===== src/rtl/regfile_write_queue_pkg.sv =====
// Shared defaults for the register-file write queue. These widths match the
// register file's write index and data, so both sides take them from here.
package regfile_write_queue_pkg;

    localparam int DEPTH_DEF    = 4;
    localparam int ADDR_W_DEF   = 8;
    localparam int DATA_W_DEF   = 64;
    localparam int NUM_REGS_DEF = 64;

endpackage


===== src/rtl/regfile_write_queue_if.sv =====
// Bus bundle for the write queue: the producer side, the register-file drain
// side, the bypass lookup and the status outputs.
interface regfile_write_queue_if
    import regfile_write_queue_pkg::*;
#(
    parameter int DEPTH  = DEPTH_DEF,
    parameter int ADDR_W = ADDR_W_DEF,
    parameter int DATA_W = DATA_W_DEF
) ();

    localparam int CW = $clog2(DEPTH) + 1;

    // Producer handshake
    logic              wb_valid;
    logic              wb_ready;
    logic [ADDR_W-1:0] wb_reg;
    logic [DATA_W-1:0] wb_data;

    // Register-file side
    logic              drain_en;
    logic [ADDR_W-1:0] write_reg;
    logic [DATA_W-1:0] write_data;
    logic              reg_write;
    logic              En;

    // Bypass lookup
    logic [ADDR_W-1:0] lookup_reg;
    logic              hit;
    logic [DATA_W-1:0] hit_data;

    // Status
    logic [CW-1:0]     count;
    logic              drop_err;

    // Environment driving the queue
    modport master (
        output wb_valid, wb_reg, wb_data, drain_en, lookup_reg,
        input  wb_ready, write_reg, write_data, reg_write, En,
               hit, hit_data, count, drop_err
    );

    // The queue itself
    modport slave (
        input  wb_valid, wb_reg, wb_data, drain_en, lookup_reg,
        output wb_ready, write_reg, write_data, reg_write, En,
               hit, hit_data, count, drop_err
    );

endinterface


===== src/rtl/regfile_write_queue_wq_match.sv =====
// Bypass lookup: compares every pending entry against the lookup index and
// returns the data of the newest match. Entries are examined by age (offset
// from head) so that validity and newest-wins priority are both simple.
module wq_match
    import regfile_write_queue_pkg::*;
#(
    parameter int  DEPTH  = DEPTH_DEF,
    parameter int  ADDR_W = ADDR_W_DEF,
    parameter int  DATA_W = DATA_W_DEF,
    localparam int PW     = $clog2(DEPTH),
    localparam int CW     = PW + 1
) (
    input  logic [ADDR_W-1:0] ent_reg  [DEPTH],
    input  logic [DATA_W-1:0] ent_data [DEPTH],
    input  logic [PW-1:0]     head,
    input  logic [CW-1:0]     count,
    input  logic [ADDR_W-1:0] lookup_reg,
    output logic              hit,
    output logic [DATA_W-1:0] hit_data
);

    logic [PW-1:0]     slot_idx  [DEPTH];
    logic              age_match [DEPTH];
    logic [DATA_W-1:0] age_data  [DEPTH];

    // Age gi lives at head+gi; it only counts if it is within the pending range,
    // which keeps stale storage from ever matching.
    for (genvar gi = 0; gi < DEPTH; gi++) begin : g_age
        assign slot_idx[gi]  = head + PW'(gi);
        assign age_match[gi] = (CW'(gi) < count) && (ent_reg[slot_idx[gi]] == lookup_reg);
        assign age_data[gi]  = ent_data[slot_idx[gi]];
    end

    // Scan oldest to newest so the last match seen (the newest write) wins.
    always_comb begin
        hit      = 1'b0;
        hit_data = '0;
        for (int k = 0; k < DEPTH; k++) begin
            if (age_match[k]) begin
                hit      = 1'b1;
                hit_data = age_data[k];
            end
        end
    end

endmodule


===== src/rtl/regfile_write_queue.sv =====
// Pending-write queue in front of the register file. Writes are held in a
// circular FIFO, drained one per cycle when the register file allows, and
// can be read back through a newest-match bypass lookup. Out-of-range
// indices are consumed and flagged with a one-cycle drop_err pulse.
module regfile_write_queue
    import regfile_write_queue_pkg::*;
#(
    parameter int  DEPTH    = DEPTH_DEF,
    parameter int  ADDR_W   = ADDR_W_DEF,
    parameter int  DATA_W   = DATA_W_DEF,
    parameter int  NUM_REGS = NUM_REGS_DEF,
    localparam int PW       = $clog2(DEPTH),
    localparam int CW       = PW + 1
) (
    input  logic                 Clk,
    input  logic                 Rst,
    regfile_write_queue_if.slave bus
);

    localparam logic [CW-1:0]   DEPTH_C    = CW'(DEPTH);
    localparam logic [ADDR_W:0] NUM_REGS_C = (ADDR_W + 1)'(NUM_REGS);

    logic [PW-1:0] head_q, head_d;
    logic [PW-1:0] tail_q, tail_d;
    logic [CW-1:0] count_q, count_d;
    logic          drop_q, drop_d;

    // Entry storage; not reset, validity comes solely from head/count.
    logic [ADDR_W-1:0] ent_reg_q  [DEPTH];
    logic [DATA_W-1:0] ent_data_q [DEPTH];

    logic wb_ready;
    logic accept;
    logic in_range;
    logic push;
    logic pop;

    // Handshake decode and next-state pointer/count arithmetic.
    always_comb begin
        // No pass-through when full: readiness depends on current count only.
        wb_ready = (count_q < DEPTH_C);
        accept   = bus.wb_valid && wb_ready;
        in_range = ({1'b0, bus.wb_reg} < NUM_REGS_C);
        push     = accept && in_range;
        pop      = (count_q != '0) && bus.drain_en;

        head_d  = pop  ? head_q + PW'(1) : head_q;
        tail_d  = push ? tail_q + PW'(1) : tail_q;
        count_d = count_q;
        case ({push, pop})
            2'b10:   count_d = count_q + CW'(1);
            2'b01:   count_d = count_q - CW'(1);
            default: count_d = count_q;
        endcase
        drop_d = accept && !in_range;
    end

    // Control state registers with synchronous reset.
    always_ff @(posedge Clk) begin
        if (Rst) begin
            head_q  <= '0;
            tail_q  <= '0;
            count_q <= '0;
            drop_q  <= 1'b0;
        end else begin
            head_q  <= head_d;
            tail_q  <= tail_d;
            count_q <= count_d;
            drop_q  <= drop_d;
        end
    end

    // Write accepted entries at the tail.
    always_ff @(posedge Clk) begin
        if (push) begin
            ent_reg_q[tail_q]  <= bus.wb_reg;
            ent_data_q[tail_q] <= bus.wb_data;
        end
    end

    wq_match #(
        .DEPTH  (DEPTH),
        .ADDR_W (ADDR_W),
        .DATA_W (DATA_W)
    ) u_match (
        .ent_reg    (ent_reg_q),
        .ent_data   (ent_data_q),
        .head       (head_q),
        .count      (count_q),
        .lookup_reg (bus.lookup_reg),
        .hit        (bus.hit),
        .hit_data   (bus.hit_data)
    );

    assign bus.wb_ready   = wb_ready;
    assign bus.reg_write  = pop;
    assign bus.En         = pop;
    assign bus.write_reg  = pop ? ent_reg_q[head_q]  : '0;
    assign bus.write_data = pop ? ent_data_q[head_q] : '0;
    assign bus.count      = count_q;
    assign bus.drop_err   = drop_q;

endmodule


===== src/flat_wrapper.sv =====
// flat-port wrapper written by rule: the top's interface ports become plain ports
module regfile_write_queue_flat import regfile_write_queue_pkg::*;
#(
    parameter int  DEPTH    = DEPTH_DEF,
    parameter int  ADDR_W   = ADDR_W_DEF,
    parameter int  DATA_W   = DATA_W_DEF,
    parameter int  NUM_REGS = NUM_REGS_DEF,
    localparam int PW       = $clog2(DEPTH),
    localparam int CW       = PW + 1
)
  (Clk, Rst, bus_wb_valid, bus_wb_reg, bus_wb_data, bus_drain_en, bus_lookup_reg, bus_wb_ready, bus_write_reg, bus_write_data, bus_reg_write, bus_En, bus_hit, bus_hit_data, bus_count, bus_drop_err);
  regfile_write_queue_if #(.DEPTH(DEPTH), .ADDR_W(ADDR_W), .DATA_W(DATA_W)) bus_i ();
  input  logic Clk;
  input  logic Rst;
  input wire logic [$bits(bus_i.wb_valid)-1:0] bus_wb_valid;
  input wire logic [$bits(bus_i.wb_reg)-1:0] bus_wb_reg;
  input wire logic [$bits(bus_i.wb_data)-1:0] bus_wb_data;
  input wire logic [$bits(bus_i.drain_en)-1:0] bus_drain_en;
  input wire logic [$bits(bus_i.lookup_reg)-1:0] bus_lookup_reg;
  output wire logic [$bits(bus_i.wb_ready)-1:0] bus_wb_ready;
  output wire logic [$bits(bus_i.write_reg)-1:0] bus_write_reg;
  output wire logic [$bits(bus_i.write_data)-1:0] bus_write_data;
  output wire logic [$bits(bus_i.reg_write)-1:0] bus_reg_write;
  output wire logic [$bits(bus_i.En)-1:0] bus_En;
  output wire logic [$bits(bus_i.hit)-1:0] bus_hit;
  output wire logic [$bits(bus_i.hit_data)-1:0] bus_hit_data;
  output wire logic [$bits(bus_i.count)-1:0] bus_count;
  output wire logic [$bits(bus_i.drop_err)-1:0] bus_drop_err;
  assign bus_i.wb_valid = bus_wb_valid;
  assign bus_i.wb_reg = bus_wb_reg;
  assign bus_i.wb_data = bus_wb_data;
  assign bus_i.drain_en = bus_drain_en;
  assign bus_i.lookup_reg = bus_lookup_reg;
  assign bus_wb_ready = bus_i.wb_ready;
  assign bus_write_reg = bus_i.write_reg;
  assign bus_write_data = bus_i.write_data;
  assign bus_reg_write = bus_i.reg_write;
  assign bus_En = bus_i.En;
  assign bus_hit = bus_i.hit;
  assign bus_hit_data = bus_i.hit_data;
  assign bus_count = bus_i.count;
  assign bus_drop_err = bus_i.drop_err;
  regfile_write_queue #(.DEPTH(DEPTH), .ADDR_W(ADDR_W), .DATA_W(DATA_W), .NUM_REGS(NUM_REGS)) u_core (.Clk(Clk), .Rst(Rst), .bus(bus_i));
endmodule

===== config.mk =====
export PLATFORM = sky130hd
export DESIGN_NAME = regfile_write_queue_flat
export DESIGN_NICKNAME = d
export VERILOG_FILES = /design/src/rtl/regfile_write_queue_pkg.sv /design/src/rtl/regfile_write_queue_if.sv /design/src/rtl/regfile_write_queue_wq_match.sv /design/src/rtl/regfile_write_queue.sv /design/src/flat_wrapper.sv
export SDC_FILE = /design/constraint.sdc
export NUM_CORES = 1
export LEC_CHECK = 0
export ABC_AREA = 1
export ABC_CLOCK_PERIOD_IN_PS = 7400
export CORE_UTILIZATION = 31
export DETAILED_ROUTE_END_ITERATION = 10
export GPL_TIMING_DRIVEN = 0
export PLACE_DENSITY = 0.5
export SLEW_MARGIN = 15
export SYNTH_ARGS = -nofsm -noshare
export SYNTH_HDL_FRONTEND = slang
export SYNTH_HIERARCHICAL = 1
export SYNTH_SLANG_ARGS = --single-unit
export TNS_END_PERCENT = 20

===== constraint.sdc =====
create_clock -name Clk -period 7.4 [get_ports Clk]
set_input_delay 1.48 -clock Clk [delete_from_list [all_inputs] [get_ports Clk]]
set_output_delay 1.48 -clock Clk [all_outputs]
set_load 0.01 [all_outputs]

# Yosys cells after proc, flatten, opt, wreduce, memory -nomap -nowiden
# Index checks and enable logic that the tools add are counted.
# op_classes
add_sub_neg	6
multipliers	0
n_div	0
order_cmp	12
n_eq_ne	6
shifts	0
mux	41
n_bitwise	5
reduce_logical	12
# ops
operator	count
two-way mux 64 bit	14
binary-select mux 64 bit (select 2 bit)	4
bitwise mux 256 bit	1
demux 64 bit (select 2 bit)	1
two-way mux 8 bit	10
binary-select mux 8 bit (select 2 bit)	4
bitwise mux 32 bit	1
equality test 8 bit	4
demux 8 bit (select 2 bit)	1
greater-or-equal comparator 3 bit (second input constant)	5
inverter 2 -> 3 bit	5
logical AND 1 bit	9
< comparator 8 x 7 -> 1 bit (second input constant)	1
< comparator 1 x 3 -> 1 bit (first input constant)	2
< comparator 2 x 3 -> 1 bit (first input constant)	2
case mux 3 bit (2 select lines)	1
adder 2 x 1 -> 2 bit (second input constant)	2
adder 2 bit (second input constant)	2
two-way mux 1 bit	4
adder 3 x 1 -> 3 bit (second input constant)	1
< comparator 3 x 1 -> 1 bit (second input constant)	1
< comparator 3 bit (second input constant)	1
nonzero test 3 bit	1
subtractor 3 x 1 -> 3 bit (second input constant)	1
4 further kinds	4
# word_totals
regBits	296
latchBits	0
ram_bits	0
mem_bits_ro	0
inputBits	84
output_inout_bits	144
elab_cells	94
mem_count	0

# Logic depth before layout (Yosys ltp)
# depth
ltp_word	10
depth_mapped	17
ltp_nobuf	14

# Cells and area by module
# The synthesis kept the hierarchy.
# modules_own_cells
mod	n_inst	cells_per_inst	area_per_inst_um2	seq_area_each_um2
regfile_write_queue	1	916	11561.1	8808.4
wq_match	1	2184	10092.2	0.0

# Worst setup path after synthesis
# OpenSTA, ideal clock, no wires.
# synth_path
path_kind	input-to-reg
from	input bus_wb_reg[7]
to	register u_core/ent_data_q[0] (netlist bit), enable pin
setup_ps	503
arrival_ps	4848
required_ps	6897
path_slack_ps	2050
path_stages	3
n_path_buf	0
cell_sequence	nor2_1 > nand3_1 > nor2_1
# synth_via
elab_chain_cells	2
# synth_rtl
element	line_no	text
start, declared	flat_wrapper.sv:16	input wire logic [$bits(bus_i.wb_reg)-1:0] bus_wb_reg;
< comparator 8 x 7 -> 1 bit	regfile_write_queue.sv:43	in_range = ({1'b0, bus.wb_reg} < NUM_REGS_C);
logical AND 1 bit	regfile_write_queue.sv:44	push = accept && in_range;
end signal, assigned by index	regfile_write_queue.sv:77	ent_data_q[tail_q] <= bus.wb_data;
end, declared	regfile_write_queue.sv:30	logic [DATA_W-1:0] ent_data_q [DEPTH];
# Every way passes these cells.
# A chain may end at the register's enable or synchronous reset.

# Worst setup path in the final report
# layout_path
from	input bus_lookup_reg[0]
to	output bus_hit_data[19]
# layout_via
elab_chain_cells	6
elab_cells_between_ends	12
classes_between	eq/ne: 4; mux: 4; reduce/logical: 4
# layout_rtl
element	line_no	text
start, declared	flat_wrapper.sv:19	input wire logic [$bits(bus_i.lookup_reg)-1:0] bus_lookup_reg;
equality test 8 bit	regfile_write_queue_wq_match.sv:30	assign age_match[gi] = (CW'(gi) < count) && (ent_reg[slot_idx[gi]] == lookup_reg);
logical AND 1 bit	regfile_write_queue_wq_match.sv:30	
two-way mux 64 bit (3 in a row)	regfile_write_queue_wq_match.sv:39	if (age_match[k]) begin
two-way mux 64 bit *	regfile_write_queue_wq_match.sv:39	
end, declared	flat_wrapper.sv:26	output wire logic [$bits(bus_i.hit_data)-1:0] bus_hit_data;
# Mark *: on every way between the ends. The rest lies on a longest branch, timed or not.

==> flow_summary.ini <==
[timing]
tightest_slew_ps = 1140
fin_tns_setup_ps = 0
finClkSkew_ps = 32.8
fin_crit_ps = 6430
drv_slew = 0
hold_viol_final = 0
rsz0062_at_grt = false
fin_crit_sh_pct = 86.8
slew_headroom_pct = 24.1
fmax_mhz = 156
setup_viol = 0

[critical_path]
r2r-start = u_core/bus.count[2]$_SDFFE_PP0P_
max_stage_delay_ps = 650
path_cells = clkdlybuf4s50_1 -> inv_1 -> o211ai_1 -> nand2_1 -> nand2_1 -> nor2_1 -> nand3_1 -> clkbuf_1 -> nor2_1 -> a21oi_1 -> clkdlybuf4s50_1
reg2reg_depth = 5
crit_arrival_ps = 4950
end_kind = output pin
cp-startpoint = bus_lookup_reg[0]
slowest_stage = clkdlybuf4s50_1
criticalPathCategory = primary input to output pin
critPathLaunchType = primary input
crit_required_ps = 5920
crit_fanout = 10
ff2ff_setup_slack_ps = 4860

[drt]
dr.pass1.iters = 6
vias = 23928
wl_met1_mm = 42.4
routed_wl_mm = 105
antenna_left = 0
highest_layer = met5
wl_met2_mm = 46.7
vias_per_cell = 5.51
drtIter0Drc = 2955
drc = 0
wl_per_cell_um = 24.1
dr_wl_met3_mm = 10.8

[synth]
synth_area_per_cell_um2 = 6.98
netlist_top_cells_area = edfxtp_1 (40%), nand2_1 (15%), o21ai_0 (12%)
synth_top_area_cell = edfxtp_1
synthTopCellsByCount = nand2_1 (861), o21ai_0 (530), nor2_1 (386), edfxtp_1 (288), nand3_1 (200)
syn_inst = 3100
yosys_warnings = 6
synth_mux_area_share_pct = 3.42
synth_top_family_by_area = simple AND/OR/NAND/NOR gates
synth-edff-count = 288
synth.top_cell.area_share_pct = 39.9
synth_fp_nets = 3190
synthAdderAreaFrac_pct = 0.381
yosysUniqueCellTypes = 29
syn_area_um2 = 21700
synthFlopType = edfxtp_1
synthArstFlopShare_pct = 0
yosysMostFrequentCell = nand2_1
synth_seq_cells = 296
synth-simple-area-share_pct = 30.3
synthXorXnorAreaFrac_pct = 0.162
synth-seq-area-share_pct = 40.7
synth-compound-area-share_pct = 16.0

[clock_tree]
cts_tree = done
clock_path_buffers = 3
cts_max_level = 2
clkLatencyLatePin_ps = 580
cts_root_buffer = clkbuf_16
clock-sinks = 296
clkTransAtPathRegs_ps = 50
post-cts-setup-buffers = 0
postCtsResizedCells = 0
cts-hold-fix-buffers = 0
numCtsBuffers = 38

[pwr]
power_frac_comb_pct = 50.1
p_sw_share_pct = 46.7
clkPwrFrac_pct = 24.5
ir_drop_mv = 0.167
p_sw_uw = 3520
internal_power_uw = 4020
total_power_uw = 7540
p_seq_share_pct = 25.4
leakagePower_uw = 0.0104
powerDensity_nw_per_um2 = 282

[die]
initial_core_util_pct = 31.5
die_x_um = 266
die-height_um = 266
core_um2 = 68800
rows = 96
io_pins = 228
dieArea_um2 = 70900

[layout]
fin_nets = 3473
area_delta_synth_final_pct = 23.3
drive_gt1_share_pct = 6.86
layout.cells.non_filler = 4345

[worst_hold_path]
hp-start = u_core/tail_q[1]$_SDFFE_PP0P_
min_path_type = flip-flop to flip-flop
hold_depth = 2

[global_route]
globalRouteOverflowTotal = 0
grt_pass1_vias = 21871
grt_start_max_net_pins = 23
grt_pass1_wl_mm = 149
grt_usage_pct = 28.7
antenna_found_initial = 3

[place]
gp_congestion = 0.969
dp.cells = 4274
hpwl_mm = 74.5
io_buffers = 227

[outcome]
status = finished clean

[run]
drv_cap = 0
routing by layer:
layer | track usage (%) | up-vias
met2 | 45.4 | 1395
met1 | 38.0 | 11224
li1 | - | 11040
met4 | 13.0 | 2
met5 | 0 | -
met3 | 5.45 | 267
critical path, delay by kind of cell:
kind                   cells  cell delay, ps
and+or+nand+nor            5             900
AOI/OAI and AO/OA          2             560
buffers and inverters      4            1990
worst paths after layout:
path,endpoint
setup / recovery,bus_hit_data[19]
hold / removal,u_core/tail_q[1]$_SDFFE_PP0P_
setup reg to reg,u_core/ent_data_q[114]$_DFFE_PP_
hold reg to reg,u_core/tail_q[1]$_SDFFE_PP0P_
flip-flops by register name (all words and copies together), names as in the netlist:
register / flops
u_core/ent_reg_q: 32
u_core/bus.drop_err: 1
u_core/bus.count: 3
u_core/head_q: 2
u_core/tail_q: 2
u_core/ent_data_q: 256
per-stage QoR:
stage	util, %	instance area [µm²]	setup WS [ps]	hold WS [ps]
floorplan	-	21700	2050	500
global route	38.8	26700	788	589
global placement	36.5	25100	-2560	528
CTS	38.8	26700	1100	534
finish	38.8	26700	974	538
detailed placement	37.0	25500	1120	526
cell type report:
class | count | area (µm²)
fill | 7289 | 42100
multi-input combinational | 2362 | 10900
sequential | 296 | 8810
timing repair buffer | 243 | 2650
buffer | 257 | 1260
tap | 931 | 1160
clock buffer | 47 | 1010
inverter | 185 | 694
clock inverter | 20 | 198
antenna | 4 | 10.0
cell families after synthesis:
group / after synthesis
AOI/OAI and AO/OA: 691
xor gates and xnor gates: 4
adders and majority gates: 6
buffers and inverters: 442
DFF: 296
muxes: 74
and+or+nand+nor: 1587
power by group through the flow:
stage                     logic (µW)  clock network, µW  registers, µW
after floorplan                 2080                  0           1940
after global placement          3640                  0           1960
after detailed placement        3650                  0           1950
after CTS                       3670               1880           1910
after global routing            4010               1930           1920
final                           3780               1840           1920
placed cells by master (no fill, tap or decap), drive strengths merged:
cell           count
a21oi            144
and3               1
buf              169
bufinv             3
clkbuf           151
clkdlybuf4s50    227
clkinv             8
clkinvlp           6
dfxtp              8
diode              4
edfxtp           288
fa                 1
ha                 5
inv              188
mux2i             74
nand2            864
nand3            201
nand3b             1
nand4            132
nor2             386
nor3               1
o211ai             4
o21ai            543
or2                1
xor2               4
No activity file was read; power rests on OpenSTA's default activity.
